===== config.mk =====
export PLATFORM = sky130hd
export DESIGN_NAME = float_div
export DESIGN_NICKNAME = d
export VERILOG_FILES = /design/src/rtl/float_div.sv
export SDC_FILE = /design/constraint.sdc
export NUM_CORES = 1
export LEC_CHECK = 0
export ABC_AREA = 1
export CORE_MARGIN = 2
export CORE_UTILIZATION = 58
export CTS_CLUSTER_SIZE = 10
export DETAILED_ROUTE_END_ITERATION = 7
export GPL_TIMING_DRIVEN = 0
export PLACE_DENSITY_LB_ADDON = 0.25
export SKIP_LAST_GASP = 1
export SLEW_MARGIN = 5
export SYNTH_ARGS = -nofsm -noshare
export SYNTH_HDL_FRONTEND = slang
export SYNTH_SLANG_ARGS = --single-unit

===== constraint.sdc =====
create_clock -name clk -period 2.4 [get_ports clk]
set_input_delay 0.36 -clock clk [delete_from_list [all_inputs] [get_ports clk]]
set_output_delay 0.36 -clock clk [all_outputs]
set_load 0.05 [all_outputs]

===== src/rtl/float_div.sv =====
// Iterative IEEE-754 single-precision divider, Q = A / B, fixed 28-cycle
// latency from the start edge to the done pulse, one quotient bit per cycle.
// Ports: clk, rst_n (async, active low), start, A, B -> Q, busy, done,
//        overflow (saturated to +/-inf), div_zero (finite nonzero / 0).
// Build option: FLOAT_DIV_ROUND_EN selects round-to-nearest-even;
//               when undefined the result is truncated toward zero.
module float_div #(
   parameter int ITER = 26
) (
   input  logic        clk,
   input  logic        rst_n,
   input  logic        start,
   input  logic [31:0] A,
   input  logic [31:0] B,
   output logic [31:0] Q,
   output logic        busy,
   output logic        done,
   output logic        overflow,
   output logic        div_zero
);

   typedef enum logic [2:0] {
      IDLE, UNPACK, DIV, NORM, DONE
   } state_t;

   localparam logic [2:0] SP_NONE = 3'd0;
   localparam logic [2:0] SP_NAN  = 3'd1;
   localparam logic [2:0] SP_INF  = 3'd2;
   localparam logic [2:0] SP_DZ   = 3'd3;
   localparam logic [2:0] SP_ZERO = 3'd4;

   localparam logic [31:0] QNAN = 32'h7FC0_0000;

   state_t state, state_nxt;

   logic [31:0]       a_r, b_r;
   logic              sign_r;
   logic signed [9:0] exp_r;
   logic [24:0]       rem;
   logic [23:0]       dvs;
   logic [25:0]       quo;
   logic [4:0]        cnt;
   logic [2:0]        spc;

   logic accept;
   logic last;

   assign accept = start & ((state == IDLE) | (state == DONE));
   assign last   = (cnt == 5'(ITER - 1));

   // state register
   always_ff @(posedge clk or negedge rst_n) begin
      if (!rst_n) state <= IDLE;
      else        state <= state_nxt;
   end

   // next-state logic
   always_comb begin
      state_nxt = state;
      unique case (state)
         IDLE:    if (start) state_nxt = UNPACK;
         UNPACK:  state_nxt = DIV;
         DIV:     if (last) state_nxt = NORM;
         NORM:    state_nxt = DONE;
         DONE:    state_nxt = start ? UNPACK : IDLE;
         default: state_nxt = IDLE;
      endcase
   end

   // FSM outputs
   always_comb begin
      busy = 1'b0;
      done = 1'b0;
      unique case (state)
         UNPACK, DIV, NORM: busy = 1'b1;
         DONE:              done = 1'b1;
         default: ;
      endcase
   end

   // operand classification; exponent 0 covers both zero and denormals
   logic [7:0]  ea, eb;
   logic [22:0] fa, fb;
   logic        nan_a, nan_b, inf_a, inf_b, zer_a, zer_b;
   logic [2:0]  spc_nxt;

   assign ea    = a_r[30:23];
   assign eb    = b_r[30:23];
   assign fa    = a_r[22:0];
   assign fb    = b_r[22:0];
   assign nan_a = (ea == 8'hFF) & (|fa);
   assign nan_b = (eb == 8'hFF) & (|fb);
   assign inf_a = (ea == 8'hFF) & ~(|fa);
   assign inf_b = (eb == 8'hFF) & ~(|fb);
   assign zer_a = (ea == 8'h00);
   assign zer_b = (eb == 8'h00);

   always_comb begin
      spc_nxt = SP_NONE;
      if (nan_a | nan_b)
         spc_nxt = SP_NAN;
      else if ((zer_a & zer_b) | (inf_a & inf_b))
         spc_nxt = SP_NAN;
      else if (inf_a)
         spc_nxt = SP_INF;
      else if (zer_b)
         spc_nxt = SP_DZ;
      else if (inf_b | zer_a)
         spc_nxt = SP_ZERO;
   end

   // restoring division step
   logic        ge;
   logic [24:0] diff;

   assign ge   = (rem >= {1'b0, dvs});
   assign diff = ge ? (rem - {1'b0, dvs}) : rem;

   // normalise, optionally round, and pack
   logic signed [9:0] en;
   logic [22:0]       man;
   logic [31:0]       q_nxt;
   logic              ov_nxt;
   logic              dz_nxt;
`ifdef FLOAT_DIV_ROUND_EN
   logic              g, r, st, cy;
`endif

   always_comb begin
      en  = quo[25] ? exp_r : (exp_r - 10'sd1);
      man = quo[25] ? quo[24:2] : quo[23:1];
`ifdef FLOAT_DIV_ROUND_EN
      g   = quo[25] ? quo[1] : quo[0];
      r   = quo[25] ? quo[0] : 1'b0;
      st  = |rem;
      {cy, man} = {1'b0, man} + 24'(g & (r | st | man[0]));
      // mantissa wrapped to 1.0 x 2: bump the exponent
      if (cy) en = en + 10'sd1;
`endif
      q_nxt  = {sign_r, 31'h0};
      ov_nxt = 1'b0;
      dz_nxt = 1'b0;
      if (spc == SP_NAN) begin
         q_nxt = QNAN;
      end else if (spc == SP_INF) begin
         q_nxt = {sign_r, 8'hFF, 23'h0};
      end else if (spc == SP_DZ) begin
         q_nxt  = {sign_r, 8'hFF, 23'h0};
         dz_nxt = 1'b1;
      end else if (spc == SP_ZERO) begin
         q_nxt = {sign_r, 31'h0};
      end else if (en >= 10'sd255) begin
         q_nxt  = {sign_r, 8'hFF, 23'h0};
         ov_nxt = 1'b1;
      end else if (en <= 10'sd0) begin
         q_nxt = {sign_r, 31'h0};
      end else begin
         q_nxt = {sign_r, en[7:0], man};
      end
   end

   // datapath registers
   always_ff @(posedge clk or negedge rst_n) begin
      if (!rst_n) begin
         a_r      <= '0;
         b_r      <= '0;
         sign_r   <= 1'b0;
         exp_r    <= '0;
         rem      <= '0;
         dvs      <= '0;
         quo      <= '0;
         cnt      <= '0;
         spc      <= SP_NONE;
         Q        <= '0;
         overflow <= 1'b0;
         div_zero <= 1'b0;
      end else begin
         if (accept) begin
            a_r      <= A;
            b_r      <= B;
            overflow <= 1'b0;
            div_zero <= 1'b0;
         end
         unique case (state)
            UNPACK: begin
               sign_r <= a_r[31] ^ b_r[31];
               exp_r  <= $signed({2'b00, ea} - {2'b00, eb} + 10'd127);
               rem    <= {2'b01, fa};
               dvs    <= {1'b1, fb};
               quo    <= '0;
               cnt    <= '0;
               spc    <= spc_nxt;
            end
            DIV: begin
               rem <= diff << 1;
               quo <= {quo[24:0], ge};
               cnt <= cnt + 5'd1;
            end
            NORM: begin
               Q        <= q_nxt;
               overflow <= ov_nxt;
               div_zero <= dz_nxt;
            end
            default: ;
         endcase
      end
   end

endmodule


# Word level (Yosys, flattened, before mapping)
# Cells that the tools add are included.
# totals
reg_bits	195
inputBits	67
wordCells	91
# classes
addsub	5
order_cmp	3
eq_ne	13
n_mux	34
bitwise	14
reduce_logical	9
# ops
op	count
$mux W31	5
$pmux W26 S2	1
$pmux W25 S2	1
$reduce_or A23 Y1	2
$mux W32	1
$ge A25 B24 Y1	1
$mux W24	1
$sub A24 B24 Y24	1
$mux W23	1
$mux W3	7
$eq A8 B8 Y1 const B	2
$logic_not A8 Y1	2
$pmux W3 S5	1
$mux W1	14
$eq A3 B2 Y1 const B	4
$add A9 B8 Y10 const B	1
$ge A10 B9 Y1 const B	1
$le A10 B1 Y1 const B	1
$mux W10	1
$pmux W5 S2	1
$sub A10 B2 Y10 const B	1
$sub A8 B8 Y9	1
$and A1 B1 Y1	7
$eq A3 B1 Y1 const B	2
other kinds (11)	18

# Longest topological paths before layout
# logic_depth
ltp_word	9
mapped_depth	16
depth_no_buf	15

# Least setup slack after synthesis
# OpenSTA, ideal clock, no wires.
# synth_timing
kind	register -> register
from	reg a_r[23]
to	reg exp_r[9]
setup_ns	0.083
t_arrival_ns	1.960
t_required_ns	2.317
slack_ns	0.357
stages_incl_launch_ff	12
path_buffers	0
period_less_slack_ns	2.043
path_cell_list	dfrtp_1 inv_1 ha_1 inv_1 fa_1 xnor2_1 nand2_1 nor3_2 nand3_1 nand2_1 nand3_1 o21ai_0
# synth_via
elab_chain_cells	2
# synth_rtl
element	line	text
start, declared	36	logic [31:0] a_r, b_r;
start signal, assigned	165	a_r <= '0;
start signal, assigned	179	a_r <= A;
$sub A8 B8 Y9	187	exp_r <= $signed({2'b00, ea} - {2'b00, eb} + 10'd127);
$add A9 B8 Y10	187	
end signal, assigned	187	
end, declared	38	logic signed [9:0] exp_r;
# Every way passes these cells.
# A chain may end at the register's enable or synchronous reset.

# Worst setup path in the final report
# layout_timing
from	reg state[1]
to	out done
# layout_via
elab_chain_cells	2
# layout_rtl
element	line	text
start, declared	34	state_t state, state_nxt;
start signal, assigned	54	else state <= state_nxt;
$eq A3 B3 Y1	74	unique case (state)
$mux W1	74	
end, declared	17	output logic done,
# Every way passes these cells.

==> flow_summary.yaml <==
finish:
  design_area_um2: 13370
  insertedDiodeCount: 0
  drive_above_1_share: 0.1006
  final_nets: 1703
  fill_cells: 1559
  instances_no_fill: 1870
  multi_input_area_um2: 5380
  seq_area_um2: 4880
  area_growth_pct: 19.16
sta:
  timing.setup.tns_ns: 0
  rsz0062_at_grt: "yes"
  fmax_ghz: 0.4310
  finalSetupViolations: 0
  finalCritPeriodShare: 0.9668
  min_period_ns: 2.320
  worst_pin_slew_ns: 0.8359
  hold_viol_final: 0
  fin_worst_skew_ns: 0.01570
  slew_violations: 0
  worst_slack_ns: 0.07973
  relSlewSlack: 0.4376
global_routing:
  antenna_found_initial: 0
  gr-total-overflow: 0
  grt_pass1_vias: 9839
  track_usage: 0.3094
  grt_max_degree: 76
  grt_pass1_wl_mm: 49.28
floorplan:
  dieArea_um2: 20480
  initial_utilization: 0.5960
  die_w_um: 143.1
  dieHeight_um: 143.1
  core_um2: 18830
  row_count: 50
  ios: 103
clock_tree:
  cts_tree: "built"
  clock_sinks: 195
  root_buffer: "clkbuf_16"
  clkTransAtPathRegs_ns: 0.07
  htree_num_levels: 4
  clock_latency_ns: 0.45
  cts_inserted_buffers: 17
  clockBufferDepth: 2
worst_setup_path:
  endpoint: "done"
  critPathArrivalTime_ns: 1.96
  end_kind: "output pin"
  critPathMaxFanout: 5
  timing.rr.end: "state[0]$_DFFE_PN0P_"
  r2r_slack_ns: 0.10
  worstSetupPathType: "reg2out"
  timing.rr.start: "state[1]$_DFFE_PN0P_"
  r2r_cells: 5
  startpoint: "state[1]$_DFFE_PN0P_"
  required_ns: 2.04
  worst_setup_path_start_kind: "register"
synthesis:
  synth-xor-area-share: 0.01550
  synthFlopType: "dfrtp_1"
  synth.avg_cell_area_um2: 7.656
  yosysWarnings: 0
  syn_nets: 1571
  synth_top_family_by_area: "simple AND/OR/NAND/NOR gates"
  ys_ff_latch: 195
  synth_edf_count: 0
  netlist_instances: 1466
  synthSimpleGateAreaFrac: 0.2708
  synth_fa_ha_area_frac: 0.04370
  synth_compound_area_frac: 0.1088
  ys_types: 47
  syn_area_um2: 11220
  ys_seq_area_frac: 0.4348
  synthMuxAreaShare: 0.03110
  async_reset_ff_frac: 1.000
placement:
  pre_cts_ws_ns: -0.1174
  placed_area_um2: 12630
  gp_congestion: 0.9654
  hpwl_mm: 23.08
  dp.cells: 1830
  port-buffer-count: 102
routing:
  vias: 10321
  wl_mm: 30.57
  initialDrtViolationCount: 812
  postRouteAntennaNets: 0
  drt-wirelength-per-cell_um: 16.35
  vias_per_cell: 5.519
  first_pass_iters: 5
  drc: 0
power:
  p_leak_nw: 6.437
  p_per_area_nw_per_um2: 1574
  vdd_drop_max_mv: 1.302
status:
  status: "finished, final reports clean"
worst_hold_path:
  hold_path_class: "in2async"
run:
  cap_violations: 0
## synth_stat cells, types with 31 or more instances
library cell  instances  area (um2)
clkbuf_1             31       116.4
nand3_1              97       485.5
mux2_2               31       349.1
nand2_1             341        1280
nand4_1              61       381.6
dfrtp_1             195        4880
nor2_1              144       540.5
inv_1               204       765.7
o21ai_0              97       485.5
a21oi_1              82       410.4
ha_1                 36       450.4
o22ai_1              32       200.2
## placed cells by master, fill, tap and decap left out, types with 28 or more instances in the layout
| cell | instances |
|---|---|
| a21oi_1 | 80 |
| dfrtp_1 | 195 |
| nor2_1 | 143 |
| o21ai_0 | 96 |
| nand3_1 | 94 |
| mux2_2 | 31 |
| o22ai_1 | 32 |
| ha_1 | 28 |
| nand4_1 | 61 |
| nand2_1 | 339 |
| clkdlybuf4s50_1 | 101 |
| inv_1 | 201 |
| clkbuf_1 | 28 |
## kinds of logic after synthesis
| logic type | after synthesis |
|---|---|
| muxes | 31 |
| adders and majority gates | 38 |
| AOI/OAI and AO/OA | 228 |
| DFF | 195 |
| and+or+nand+nor | 688 |
| xor gates and xnor gates | 19 |
| buffers and inverters | 267 |
## layout make-up
type                            instances  share of cell area
Buffer                                 55             0.02058
Clock buffer                           18             0.03284
Clock inverter                         13            0.008888
Inverter                              212             0.06016
Multi-Input combinational cell       1004              0.4023
Sequential cell                       195              0.3649
Tap cell                              260             0.02432
Timing Repair Buffer                  113             0.08607
## registers in the layout, indices dropped and copies added, names as in the netlist
| signal | flops |
|---|---|
| sign_r | 1 |
| spc | 3 |
| div_zero | 1 |
| overflow | 1 |
| rem | 25 |
| a_r | 32 |
| b_r | 32 |
| dvs | 24 |
| Q | 32 |
| state | 3 |
| cnt | 5 |
| exp_r | 10 |
| quo | 26 |
## layer usage
layer | share of wire | wire [um] | global-route usage | vias up
li1 | - | - | - | 5029
met1 | 0.46 | 14170 | 0.4436 | 4914
met2 | 0.46 | 13990 | 0.4845 | 348
met3 | 0.068 | 2079 | 0.06170 | 30
met4 | 0.011 | 327 | 0.07660 | 0
met5 | 0 | 0 | 0 | -
## metrics by stage
step	utilization	hold slack (ns)	power, mW
2_1_floorplan	-	0.06441	14.24
3_3_place_gp	0.6675	0.4501	17.22
4_1_cts	0.7015	0.4128	20.28
5_1_grt	0.7102	0.4357	22.86
3_5_place_dp	0.6707	0.2827	17.47
6_report	0.7102	0.3947	21.06
## where the power goes
part / total, mW / internal [mW] / leakage, nW / switching, mW
sequential: 5.56 / 4.60 / 2.39 / 0.960
clock: 2.73 / 1.38 / 0.266 / 1.35
combinational: 12.8 / 4.59 / 3.78 / 8.18
total: 21.1 / 10.6 / 6.44 / 10.5
## critical path, stage by stage, from the launching register on
cell and delay [ns]:
dfrtp_1 0.45, nor3b_1 0.20, clkdlybuf4s50_1 0.87
## repair_timing
item | in CTS | in global routing
endpoints found under the hold margin | 47 | 0
pin swaps | 1 | 9
resized for setup | 2 | 33
setup buffers | 1 | 7
hold buffers | 1 | 0
setup endpoints to repair | 10 | 47
## worst min path at each step
stage / start / end / depth (start not counted)
2_1_floorplan: rst_n / Q[0]$_DFFE_PN0P_ / 0
5_1_grt: rst_n / rem[9]$_DFFE_PN0P_ / 2
6_report: rst_n / rem[10]$_DFFE_PN0P_ / 2
4_1_cts: rst_n / rem[10]$_DFFE_PN0P_ / 2
3_3_place_gp: cnt[3]$_DFFE_PN0P_ / cnt[3]$_DFFE_PN0P_ / 1
3_5_place_dp: rst_n / rem[10]$_DFFE_PN0P_ / 1
No activity file was read; power rests on OpenSTA's default activity.
